<file path="src/rtl/fpu_mant_pkg.sv">
`default_nettype none
// ============================================================================
// Module      : fpu_mant_pkg
// Description : Shared mantissa widths and divider state encoding for the
//               FPU mantissa datapath (multiplier_24bit / divider_24bit).
// Revision    : 1.0 - initial release
// ============================================================================
package fpu_mant_pkg;

  // Mantissa width including the explicit hidden bit
  localparam int MANT_W = 24;
  // Fraction width once the hidden bit is dropped
  localparam int FRAC_W = MANT_W - 1;

  // Divider control states
  typedef enum logic [1:0] {
    IDLE  = 2'd0,
    CHECK = 2'd1,
    RUN   = 2'd2,
    DONE  = 2'd3
  } div_state_e;

endpackage
`default_nettype wire

</file>
<file path="src/rtl/divider_24bit_div_step.sv">
`default_nettype none
// ============================================================================
// Module      : div_step
// Description : One restoring-division iteration: compare the partial
//               remainder with the divisor, subtract when it fits, shift left.
// Revision    : 1.0 - initial release
// ============================================================================
module div_step #(
  parameter int MANT_W = fpu_mant_pkg::MANT_W
) (
  input  logic [MANT_W:0]   rem,
  input  logic [MANT_W-1:0] div,
  output logic [MANT_W:0]   rem_next,
  output logic              q_bit
);

  logic [MANT_W:0] w_diff;

  // Restoring step; rem < 2*div always holds, so the difference fits in
  // MANT_W bits and the shifted result never overflows MANT_W+1 bits
  always_comb begin
    w_diff = rem - {1'b0, div};
    q_bit  = (rem >= {1'b0, div});
    if (q_bit) begin
      rem_next = {w_diff[MANT_W-1:0], 1'b0};
    end else begin
      rem_next = {rem[MANT_W-1:0], 1'b0};
    end
  end

endmodule
`default_nettype wire

</file>
<file path="src/rtl/divider_24bit.sv">
`default_nettype none
// ============================================================================
// Module      : divider_24bit
// Description : Iterative restoring mantissa divider (num1/num2), one
//               quotient bit per cycle. Produces the truncated fraction, a
//               normalize flag for the exponent path and a sticky bit.
// Revision    : 1.0 - initial release
// ============================================================================
module divider_24bit #(
  parameter int MANT_W = fpu_mant_pkg::MANT_W,
  parameter int FRAC_W = fpu_mant_pkg::FRAC_W
) (
  input  logic              clk,
  input  logic              rst,
  input  logic              start,
  input  logic [MANT_W-1:0] num1,
  input  logic [MANT_W-1:0] num2,
  output logic              busy,
  output logic              done,
  output logic [FRAC_W-1:0] resultF,
  output logic              normalize,
  output logic              sticky,
  output logic              invalid
);

  import fpu_mant_pkg::*;

  localparam int CNT_W = $clog2(MANT_W + 1);
  localparam logic [CNT_W-1:0] c_cnt_init = CNT_W'(MANT_W);

  div_state_e        state_q, state_d;
  logic [MANT_W:0]   rem_q, rem_d;
  logic [MANT_W-1:0] div_q, div_d;
  logic [MANT_W:0]   q_q, q_d;
  logic [CNT_W-1:0]  cnt_q, cnt_d;
  logic [FRAC_W-1:0] result_f_q, result_f_d;
  logic              normalize_q, normalize_d;
  logic              sticky_q, sticky_d;
  logic              invalid_q, invalid_d;

  logic [MANT_W:0]   w_step_rem;
  logic              w_step_bit;
  logic [MANT_W:0]   w_step_q;

  div_step #(
    .MANT_W (MANT_W)
  ) u_div_step (
    .rem      (rem_q),
    .div      (div_q),
    .rem_next (w_step_rem),
    .q_bit    (w_step_bit)
  );

  assign w_step_q = {q_q[MANT_W-1:0], w_step_bit};

  // Next-state, datapath update and result selection
  always_comb begin
    state_d     = state_q;
    rem_d       = rem_q;
    div_d       = div_q;
    q_d         = q_q;
    cnt_d       = cnt_q;
    result_f_d  = result_f_q;
    normalize_d = normalize_q;
    sticky_d    = sticky_q;
    invalid_d   = invalid_q;
    case (state_q)
      IDLE: begin
        if (start) begin
          rem_d   = {1'b0, num1};
          div_d   = num2;
          q_d     = '0;
          state_d = CHECK;
        end
      end
      CHECK: begin
        // Both operands must carry the hidden 1
        if (!rem_q[MANT_W-1] || !div_q[MANT_W-1]) begin
          invalid_d   = 1'b1;
          result_f_d  = '0;
          normalize_d = 1'b0;
          sticky_d    = 1'b0;
          state_d     = DONE;
        end else begin
          invalid_d = 1'b0;
          cnt_d     = c_cnt_init;
          state_d   = RUN;
        end
      end
      RUN: begin
        rem_d = w_step_rem;
        q_d   = w_step_q;
        cnt_d = cnt_q - 1'b1;
        if (cnt_q == '0) begin
          // Quotient in [0.5,2): drop the integer bit when set, otherwise
          // shift up one place and flag the exponent for a decrement
          if (w_step_q[MANT_W]) begin
            result_f_d  = w_step_q[MANT_W-1:1];
            normalize_d = 1'b0;
            sticky_d    = w_step_q[0] | (|w_step_rem);
          end else begin
            result_f_d  = w_step_q[MANT_W-2:0];
            normalize_d = 1'b1;
            sticky_d    = |w_step_rem;
          end
          state_d = DONE;
        end
      end
      DONE: begin
        state_d = IDLE;
      end
      default: begin
        state_d = IDLE;
      end
    endcase
  end

  // State and datapath registers with synchronous reset
  always_ff @(posedge clk) begin
    if (rst) begin
      state_q     <= IDLE;
      rem_q       <= '0;
      div_q       <= '0;
      q_q         <= '0;
      cnt_q       <= '0;
      result_f_q  <= '0;
      normalize_q <= 1'b0;
      sticky_q    <= 1'b0;
      invalid_q   <= 1'b0;
    end else begin
      state_q     <= state_d;
      rem_q       <= rem_d;
      div_q       <= div_d;
      q_q         <= q_d;
      cnt_q       <= cnt_d;
      result_f_q  <= result_f_d;
      normalize_q <= normalize_d;
      sticky_q    <= sticky_d;
      invalid_q   <= invalid_d;
    end
  end

  assign busy      = (state_q == CHECK) || (state_q == RUN);
  assign done      = (state_q == DONE);
  assign resultF   = result_f_q;
  assign normalize = normalize_q;
  assign sticky    = sticky_q;
  assign invalid   = invalid_q;

endmodule
`default_nettype wire
</file>
<file path="config.mk">
export PLATFORM = sky130hd
export DESIGN_NAME = divider_24bit
export DESIGN_NICKNAME = d
export VERILOG_FILES = /design/src/rtl/fpu_mant_pkg.sv /design/src/rtl/divider_24bit_div_step.sv /design/src/rtl/divider_24bit.sv
export SDC_FILE = /design/constraint.sdc
export NUM_CORES = 1
export LEC_CHECK = 0
export ABC_AREA = 0
export BUFFER_PORTS_ARGS = -buffer_cell sky130_fd_sc_hd__buf_4
export CAP_MARGIN = 10
export CORE_MARGIN = 3
export CORE_UTILIZATION = 45
export DETAILED_ROUTE_END_ITERATION = 12
export GPL_TIMING_DRIVEN = 0
export PLACE_DENSITY = 0.77
export SYNTH_ARGS = -nofsm -noshare
export SYNTH_HDL_FRONTEND = slang
export SYNTH_SLANG_ARGS = --single-unit
</file>
<file path="constraint.sdc">
create_clock -name clk -period 3.16 [get_ports clk]
set_input_delay 0.632 -clock clk [delete_from_list [all_inputs] [get_ports clk]]
set_output_delay 0.632 -clock clk [all_outputs]
set_load 0.02 [all_outputs]
</file>
# Word level (Yosys, flattened, before mapping)
# Cells that the tools add are included.
[word_totals] reg_bits=106 inputBits=51 elab_cells=57
[classes] n_eq_ne=7 n_reduce_logical=14 n_mux=23 bitwise=1 n_addsub=2 order_cmp=1
[ops] cell="two-way mux 23 bit" n=3
[ops] cell="two-way mux 25 bit" n=2
[ops] cell="one-hot mux 25 bit (2 select lines)" n=1
[ops] cell="one-hot mux 24 bit (2 select lines)" n=1
[ops] cell="one-hot mux 23 bit (2 select lines)" n=1
[ops] cell="greater-or-equal comparator 25 x 24 -> 1 bit" n=1
[ops] cell="OR reduction 25 bit" n=1
[ops] cell="two-way mux 24 bit" n=1
[ops] cell="subtractor 24 bit" n=1
[ops] cell="one-hot mux 5 bit (2 select lines)" n=1
[ops] cell="inequality test 2 bit (second input constant)" n=4
[ops] cell="one-hot mux 2 bit (4 select lines)" n=1
[ops] cell="AND reduction 2 bit" n=4
[ops] cell="two-way mux 1 bit" n=7
[ops] cell="logical NOT 5 bit" n=1
[ops] cell="two-way mux 5 bit" n=1
[ops] cell="subtractor 5 x 1 -> 5 bit (second input constant)" n=1
[ops] cell="== test 2 bit (second input constant)" n=2
[ops] cell="two-way mux 2 bit" n=2
[ops] cell="one-hot mux 1 bit (2 select lines)" n=2
[ops] cell="nonzero test 2 bit" n=2
[ops] cell="AND reduction 3 bit" n=1
[ops] cell="== test 2 x 1 -> 1 bit (second input constant)" n=1
[ops] cell="logical NOT 1 bit" n=2
[ops] cell="3 further kinds" n=4

# Depth between registers and ports, before layout
# Gate-level depths: netlist of the first run.
[depth] depth_word=7 ltp_mapped=14 ltp_nobuf=13

# Hierarchy
# A second synthesis of the first run with hierarchy kept.
[unflattened] cells_unflattened=717 hier_area_um2=6185.9
[by_module_without_submodules] module="divider_24bit" cells_per_inst=492 seq_area_each_um2=2122.0 instances=1 area_per_inst_um2=4483.0
[by_module_without_submodules] module="div_step" cells_per_inst=225 seq_area_each_um2=0.0 instances=1 area_per_inst_um2=1702.9

# Worst setup path before layout of the first run
# OpenSTA, ideal clock, no wires.
[synth_timing] path_kind="register -> register" startpoint="register rem_q[0]" endpoint="register sticky_q (netlist: sticky)" arrival_time_ns=2.847 stages_incl_launch_ff=13 synth_period_minus_slack_ns=2.978 path_buffers=0 setup_slack_ns=0.182 cell_sequence="dfxtp_1 inv_1 ha_1 inv_1 fa_1 a21o_1 a221oi_2 o21ai_2 xor2_1 or4_1 o31a_1 a2111oi_2 a31oi_1"
[synth_via] elab_chain_len=7
[synth_rtl] item="from (decl)" line="divider_24bit.sv:32" rtl="logic [MANT_W:0] rem_q, rem_d;"
[synth_rtl] item="from (signal assigned)" line="divider_24bit.sv:132" rtl="rem_q <= rem_d;"
[synth_rtl] item="subtractor 24 bit / greater-or-equal comparator 25 x 24 -> 1 bit (equally long branches)" line="divider_24bit_div_step.sv:22, divider_24bit_div_step.sv:23"
[synth_rtl] item="two-way mux 25 bit" line="divider_24bit_div_step.sv:24" rtl="if (q_bit) begin"
[synth_rtl] item="OR reduction 25 bit" line="divider_24bit.sv:100, divider_24bit.sv:104"
[synth_rtl] item="bitwise OR 1 bit" line="divider_24bit.sv:100" rtl="sticky_d = w_step_q[0] | (|w_step_rem);"
[synth_rtl] item="two-way mux 1 bit *" line="divider_24bit.sv:97" rtl="if (w_step_q[MANT_W]) begin"
[synth_rtl] item="two-way mux 1 bit *" line="divider_24bit.sv:94" rtl="if (cnt_q == '0) begin"
[synth_rtl] item="one-hot mux 1 bit (2 select lines) *" line="divider_24bit.sv:67" rtl="case (state_q)"
[synth_rtl] item="to (signal assigned)" line="divider_24bit.sv:138" rtl="sticky_q <= sticky_d;"
[synth_rtl] item="to (decl)" line="divider_24bit.sv:38" rtl="logic sticky_q, sticky_d;"
# Every way passes the cells marked *; elsewhere a longest branch is shown, timed or not. The select of a mux whose other input is x is not followed.
# A chain may end at the register's enable or synchronous reset.

# Final worst setup path of the first run
[layout_timing] startpoint="register div_q[12]" endpoint="register sticky_q (netlist: sticky)"
[layout_via] elab_chain_len=7
[layout_rtl] item="from (decl)" line="divider_24bit.sv:33" rtl="logic [MANT_W-1:0] div_q, div_d;"
[layout_rtl] item="from (signal assigned)" line="divider_24bit.sv:133" rtl="div_q <= div_d;"
[layout_rtl] item="subtractor 24 bit / greater-or-equal comparator 25 x 24 -> 1 bit (equally long branches)" line="divider_24bit_div_step.sv:22, divider_24bit_div_step.sv:23"
[layout_rtl] item="two-way mux 25 bit" line="divider_24bit_div_step.sv:24"
[layout_rtl] item="OR reduction 25 bit" line="divider_24bit.sv:100, divider_24bit.sv:104"
[layout_rtl] item="bitwise OR 1 bit" line="divider_24bit.sv:100"
[layout_rtl] item="two-way mux 1 bit *" line="divider_24bit.sv:97"
[layout_rtl] item="two-way mux 1 bit *" line="divider_24bit.sv:94"
[layout_rtl] item="one-hot mux 1 bit (2 select lines) *" line="divider_24bit.sv:67"
# Marks and branches as above.

==> impl_metrics.py, run 1 <==
metrics = {
    "routing": {
        "ant_nets": 0,
        "drt-total-wl_mm": 18.5,
        "vias": 6186,
        "wl_per_cell_um": 17.5,
        "drcViolationCount": 0,
        "viasPerCell": 5.85,
        "drtIter0Drc": 634,
        "dr.pass1.iters": 5,
    },
    "setup_path": {
        "crit_arrival_ns": 3.32,
        "required_ns": 3.39,
        "end_kind": "flop",
        "cp-start-kind": "flop",
        "reg2reg_to": "sticky",
        "path_max_fanout": 10,
        "slowest_stage": "dfxtp_1",
        "reg2reg_from": "div_q[12]",
        "slowest_delay_ns": 0.34,
        "cp_cell_sequence": "inv_1 -> ha_1 -> buf_2 -> and4_4 -> and3_1 -> o31ai_2 -> a31oi_2 -> o21a_1 -> buf_4 -> mux2i_4 -> o2111ai_1 -> a2111oi_4 -> a31oi_1",
        "worstSetupPathType": "flop to flop",
        "reg2reg_slack_ns": 0.08,
        "reg2reg_depth": 13,
        "cp_top_family": "compound AO/OA/AOI/OAI gates",
        "cp.buffers_inverters": 3,
    },
    "yosys": {
        "synth_top_area_share_pct": 34.2,
        "yosysWarningCount": 0,
        "synth_fp_nets": 867,
        "synthArstFlopShare_pct": 0,
        "yosys.cell_types.count": 71,
        "syn_area_mm2": 0.00620,
        "synth-seq-area-share_pct": 34.2,
        "postSynthCellCount": 784,
        "synth_area_leaders": "dfxtp_1, a21oi_1, nand2_1",
        "ys_seq_elements": 106,
        "synth.largest_area_cell": "dfxtp_1",
        "syn_area_per_cell_um2": 7.91,
        "synth_edf_count": 0,
        "synth_ff_type": "dfxtp_1",
    },
    "placed_design": {
        "place.gp.congestion": 0.951,
        "portBuffers": 77,
        "dp_slack_ns": -0.220,
        "post-dp-hpwl_mm": 13.6,
    },
    "floorplan": {
        "core_mm2": 0.0133,
        "dieArea_mm2": 0.0152,
        "ioPinCount": 79,
        "die_x_um": 123,
        "die_h_um": 123,
        "placementRows": 42,
        "start_util_pct": 46.5,
    },
    "clocking": {
        "path_clk_slew_ns": 0.08,
        "clk_path_buf_depth": 2,
        "cts_tree": "yes",
        "postCtsHoldBufs": 0,
        "insertion_delay_ns": 0.37,
        "cts_buffers": 9,
        "cts_root_buf": "clkbuf_16",
        "htreeDepth": 3,
        "cts.sinks": 106,
    },
    "power": {
        "p_clk_share_pct": 11.9,
        "switchingPower_w": 0.00493,
        "cellPowerDensity_mw_per_mm2": 1280,
        "total_leakage_power_nw": 2.95,
        "internal_power_w": 0.00468,
        "p_seq_share_pct": 19.3,
        "max-vdd-ir-drop_mv": 0.557,
        "combPwrFrac_pct": 68.8,
        "swShare_pct": 51.3,
    },
    "layout": {
        "n_antenna_cell": 0,
        "final_cell_mix": "nand2_1, dfxtp_1, a21oi_1",
        "nets": 959,
        "final_common_cell": "nand2_1",
        "syn_to_final_growth_pct": 20.6,
        "drive_gt1_share_pct": 18.4,
    },
    "timing": {
        "slew_headroom_pct": 47.0,
        "rsz0062_at_grt": "true",
        "slew_violations": 0,
        "max_clock_freq_mhz": 324,
        "finalCriticalPeriod_ns": 3.08,
        "finalHoldViolCount": 0,
        "finalSetupViolations": 0,
        "worst_slew_pin_slew_ns": 0.795,
        "finClkSkew_ns": 0.0105,
        "setup_ws_ns": 0.0765,
        "period_share_pct": 97.6,
        "tns_ns": 0,
    },
    "hold_path": {
        "min_from": "resultF[8]",
        "holdPathStages": 2,
        "hold_end": "resultF[8]",
        "hold_class": "flop to flop",
    },
    "global_route": {
        "busiest_layer": "met2",
        "grt_pass1_vias": 5697,
        "use_met1_pct": 36.3,
        "grtUsageMet3_pct": 3.75,
        "grt_pass1_wl_mm": 29.8,
        "use_met2_pct": 37.6,
        "grt.overflow.total": 0,
        "antenna_found_initial": 0,
        "grtUsageTotal_pct": 25.1,
        "grt_max_degree": 20,
    },
    "outcome": {
        "outcome": "finished clean",
    },
    "job": {
        "max_cap_viol_count": 0,
    },
}
==> through the flow <==
stage | power [W] | utilization [%] | hold slack, ns | cells | instance area [µm²]
detailed placement | 0.00769 | 52.5 | 0.444 | 1037 | 7000
floorplan | 0.00622 | - | 0.436 | 784 | 6200
CTS | 0.00909 | 55.3 | 0.454 | 1057 | 7390
global route | 0.0103 | 56.0 | 0.469 | 1057 | 7480
finish | 0.00961 | 56.0 | 0.453 | 1057 | 7480
global placement | 0.00762 | 52.5 | 0.443 | 1037 | 7000
==> cells by family after synthesis <==
group / after synthesis / synth area share (%)
muxes: 43 / 7.42
AOI/OAI and AO/OA: 226 / 24.0
adders and majority gates: 32 / 6.57
buffers and inverters: 87 / 5.95
xor gates and xnor gates: 15 / 2.12
and+or+nand+nor: 275 / 19.8
DFF: 106 / 34.2
==> cells in the mapped netlist (3+ instances only) <==
| master | number |
|---|---|
| nand2_1 | 112 |
| dfxtp_1 | 106 |
| a21oi_1 | 90 |
| nor2_1 | 78 |
| clkbuf_1 | 39 |
| inv_1 | 36 |
| nand3_1 | 32 |
| ha_1 | 31 |
| a22oi_1 | 27 |
| mux2_2 | 24 |
| a211oi_1 | 20 |
| mux2i_1 | 19 |
| o21ai_0 | 17 |
| a21o_1 | 10 |
| xnor2_1 | 9 |
| nand2b_1 | 8 |
| o211ai_1 | 8 |
| nor3_1 | 7 |
| xor2_1 | 6 |
| nand4_1 | 5 |
| nor4_1 | 5 |
| a21boi_0 | 4 |
| a31oi_1 | 4 |
| and2_1 | 4 |
| nor2b_1 | 4 |
| o21a_1 | 4 |
| o21ai_1 | 4 |
| o31ai_1 | 4 |
| a211o_1 | 3 |
| a221oi_1 | 3 |
| and3_1 | 3 |
| and4_1 | 3 |
| buf_1 | 3 |
| buf_6 | 3 |
| or3_1 | 3 |
==> state kept, by name, summed over array words and instances, names as in the netlist <==
register and count:
div_q 24, invalid 1, sticky 1, normalize 1, state_q 2, resultF 23, cnt_q 5, q_q 24
rem_q 25
==> worst max path at each step <==
stage | startpoint | depth (start not counted) | to | slack (ns)
after floorplan | rem_q[0] | 12 | sticky | 0.18
after global placement | rem_q[0] | 12 | sticky | -0.22
after detailed placement | rem_q[0] | 12 | sticky | -0.22
after CTS | rem_q[0] | 12 | sticky | 0.03
after global routing | div_q[10] | 11 | sticky | -0.06
final | div_q[12] | 13 | sticky | 0.08
==> worst min-delay path, cell delays in order, from the launching register on <==
cell and delay (ns):
dfxtp_1 0.31, nand2_1 0.05, a21oi_1 0.05
==> layer usage <==
layer | up-vias | wire (µm)
met5 | - | 0
met4 | 0 | 588
met3 | 48 | 1460
met2 | 282 | 8000
met1 | 2868 | 8490
li1 | 2988 | -
==> power by group through the flow <==
stage	logic, W	clock network (W)	registers [W]
floorplan	0.00444	0	0.00178
global placement	0.00576	0	0.00187
detailed placement	0.00582	0	0.00186
CTS	0.00611	0.00115	0.00184
global route	0.00718	0.00121	0.00188
finish	0.00661	0.00114	0.00185
==> timing repair <==
item | CTS | global route
cloned | 0 | 0
hold endpoints to repair | 0 | 0
pin swaps | 7 | 8
endpoints found under the setup margin | 1 | 22
buffers inserted | 4 | 1
resized for setup | 12 | 19
==> final cells by class <==
class,count,area (µm²)
sequential,106,2120
tap,176,220
clock inverter,6,61.3
inverter,37,139
clock buffer,10,239
multi-input combinational,591,3850
timing repair buffer,82,616
buffer,49,229
fill,1274,5870
(Power assumes the default switching activity.)
==> run 2: changes to the inputs <==
--- a/config.mk
+++ b/config.mk
@@ -10,6 +10,7 @@
 export CAP_MARGIN = 10
 export CORE_MARGIN = 3
 export CORE_UTILIZATION = 45
+export CTS_BUF_LIST = sky130_fd_sc_hd__clkbuf_4
 export DETAILED_ROUTE_END_ITERATION = 12
 export GPL_TIMING_DRIVEN = 0
 export PLACE_DENSITY = 0.77
==> constraint.sdc (replaced) <==
create_clock -name clk -period 3.16 [get_ports clk]
set_input_delay 0.632 -clock clk [delete_from_list [all_inputs] [get_ports clk]]
set_output_delay 0.632 -clock clk [all_outputs]
set_load 0.01 [all_outputs]
==> run 2 against run 1 <==
Flip-flop and latch count unchanged. Wire length down 0.15%. Core utilization shrank 1.2 points. Via count is 0.63% lower. Highest routed layer unchanged. Clock skew increased by 0.0061 ns. Cell area shrank 2.1%. Maximum frequency shrank 0.43%. Clock-buffer cell count fell by 1.
==> impl_metrics.py, run 2 (synthesis results as in run 1) <==
metrics = {
    "outcome": {
        "outcome": "finished clean",
    },
    "layout": {
        "top_register": "rem_q",
        "final_cell_mix": "nand2_1, dfxtp_1, buf_4",
        "top_regs": "rem_q x25, div_q x24, q_q x24",
        "nets": 960,
        "fillers": 1285,
        "final_common_cell": "nand2_1",
        "instances_no_fill": 1059,
        "drive_gt1_share_pct": 18.7,
        "largest_reg_flops": 25,
        "syn_to_final_growth_pct": 18.1,
    },
    "power": {
        "p_seq_share_pct": 20.3,
        "p_clk_share_pct": 7.6,
        "cellPowerDensity_mw_per_mm2": 1250,
        "switchingPower_w": 0.00483,
        "internal_power_w": 0.00431,
        "swShare_pct": 52.9,
        "max-vdd-ir-drop_mv": 0.512,
        "total_leakage_power_nw": 2.87,
        "combPwrFrac_pct": 72.1,
    },
    "floorplan": {
        "ioPinCount": 79,
        "die_x_um": 123,
        "core_mm2": 0.0133,
        "start_util_pct": 46.5,
        "dieArea_mm2": 0.0152,
        "die_h_um": 123,
        "placementRows": 42,
    },
    "clocking": {
        "path_clk_slew_ns": 0.18,
        "cts.sinks": 106,
        "postCtsHoldBufs": 0,
        "cts_root_buf": "clkbuf_4",
        "htreeDepth": 3,
        "cts_tree": "yes",
        "insertion_delay_ns": 0.51,
        "cts_buffers": 9,
        "clk_path_buf_depth": 2,
    },
    "timing": {
        "finalSetupViolations": 0,
        "max_clock_freq_mhz": 323,
        "worst_slew_pin_slew_ns": 0.780,
        "whs_ns": 0.345,
        "finalCriticalPeriod_ns": 3.10,
        "slew_headroom_pct": 48.0,
        "rsz0062_at_grt": "true",
        "finClkSkew_ns": 0.0166,
        "finalHoldViolCount": 0,
        "slew_violations": 0,
        "period_share_pct": 98.0,
    },
    "placed_design": {
        "portBuffers": 77,
        "dp.cells": 1037,
        "post-dp-hpwl_mm": 13.6,
        "place.gp.congestion": 0.951,
    },
    "global_route": {
        "grtUsageTotal_pct": 24.8,
        "grt_pass1_vias": 5691,
        "grt.overflow.total": 0,
        "grt_max_degree": 20,
        "grt_pass1_wl_mm": 29.6,
        "antenna_found_initial": 0,
    },
    "setup_path": {
        "crit_arrival_ns": 3.50,
        "required_ns": 3.57,
        "reg2reg_slack_ns": 0.06,
        "end_kind": "flop",
        "cp_top_family": "compound AO/OA/AOI/OAI gates",
        "cp_cell_sequence": "inv_1 -> ha_1 -> buf_2 -> and4_4 -> and3_1 -> o31ai_2 -> a31oi_2 -> o21a_1 -> buf_4 -> mux2i_4 -> o2111ai_1 -> a2111oi_4 -> a31oi_1",
        "slowest_delay_ns": 0.37,
        "cp-start-kind": "flop",
        "reg2reg_depth": 13,
        "worstSetupPathType": "flop to flop",
        "reg2reg_to": "sticky",
        "slowest_stage": "dfxtp_1",
        "reg2reg_from": "div_q[12]",
        "cp.buffers_inverters": 3,
        "path_max_fanout": 10,
    },
    "routing": {
        "dr.pass1.iters": 6,
        "wl_per_cell_um": 17.5,
        "drtIter0Drc": 610,
        "wl_met3_mm": 1.54,
        "drt-met1-wl_mm": 8.45,
        "vias": 6147,
        "met2_length_mm": 7.98,
        "drcViolationCount": 0,
        "top_layer_used": "met4",
        "drt-total-wl_mm": 18.5,
        "viasPerCell": 5.80,
        "ant_nets": 0,
    },
    "hold_path": {
        "hold_end": "div_q[0]",
        "hold_class": "primary input to flop",
        "min_from": "num2[0]",
        "holdPathStages": 3,
    },
    "job": {
        "max_cap_viol_count": 0,
    },
}
run 2: cell types whose count changed in the layout (fill, tap and decap cells not counted), sizes merged:
cell | before | now
clkinv | 4 | 5
buf | 92 | 94
clkbuf | 49 | 47
diode | 0 | 1
run 2: stage by stage:
stage / instance area [µm²] / setup TNS [ns] / util [%] / worst slack [ns] / total power (W)
finish: 7330 / 0 / 54.9 / 0.0631 / 0.00914
global route: 7320 / -0.0385 / 54.9 / -0.0385 / 0.00983
CTS: 7210 / 0 / 54.0 / 0.0263 / 0.00860
detailed placement: 7000 / -0.220 / 52.5 / -0.220 / 0.00767
global placement: 7000 / -0.220 / 52.5 / -0.220 / 0.00760
floorplan: 6200 / 0 / - / 0.182 / 0.00620
run 2: worst max-delay path by stage:
stage	start	to	slack (ns)	cells after the start
after floorplan	rem_q[0]	sticky	0.18	12
after global placement	rem_q[0]	sticky	-0.22	12
after detailed placement	rem_q[0]	sticky	-0.22	12
after CTS	rem_q[0]	sticky	0.03	12
after global routing	rem_q[0]	sticky	-0.04	12
final	div_q[12]	sticky	0.06	13
run 2: worst register-to-register path: stages, from the launching register on:
cell       delay, ns
dfxtp_1         0.37
inv_1           0.05
ha_1            0.26
buf_2           0.20
and4_4          0.28
and3_1          0.20
o31ai_2         0.11
a31oi_2         0.23
o21a_1          0.17
buf_4           0.21
mux2i_4         0.29
o2111ai_1       0.19
a2111oi_4       0.34
a31oi_1         0.13
run 2: layout make-up:
cell class / count / area, µm² / share of cell area, %
tap: 176 / 220 / 3.01
inverter: 37 / 139 / 1.90
sequential: 106 / 2130 / 29.0
antenna: 1 / 2.50 / 0.0342
timing repair buffer: 83 / 623 / 8.51
clock inverter: 7 / 65.1 / 0.888
multi-input combinational: 591 / 3850 / 52.6
clock buffer: 9 / 67.6 / 0.922
buffer: 49 / 229 / 3.13
run 2: repair_timing:
item                                    in CTS  in global routing
resized for setup                            8                 27
pin swaps                                    7                  8
endpoints found under the setup margin       1                 27
buffers inserted                             5                  1
endpoints found under the hold margin        0                  0
run 2: metal layers:
| metal | vias up | global-route usage (%) |
|---|---|---|
| met2 | 284 | 37.3 |
| met4 | 0 | 8.65 |
| met5 | - | 0 |
| met3 | 44 | 4.48 |
| li1 | 2977 | - |
| met1 | 2842 | 35.6 |
run 2: power by group through the flow:
| stage | Clock (W) | Sequential (W) | Combinational (W) |
|---|---|---|---|
| after floorplan | 0 | 0.00177 | 0.00443 |
| after global placement | 0 | 0.00187 | 0.00574 |
| after detailed placement | 0 | 0.00186 | 0.00580 |
| after CTS | 0.000705 | 0.00184 | 0.00606 |
| after global routing | 0.000760 | 0.00188 | 0.00719 |
| final | 0.000694 | 0.00185 | 0.00659 |
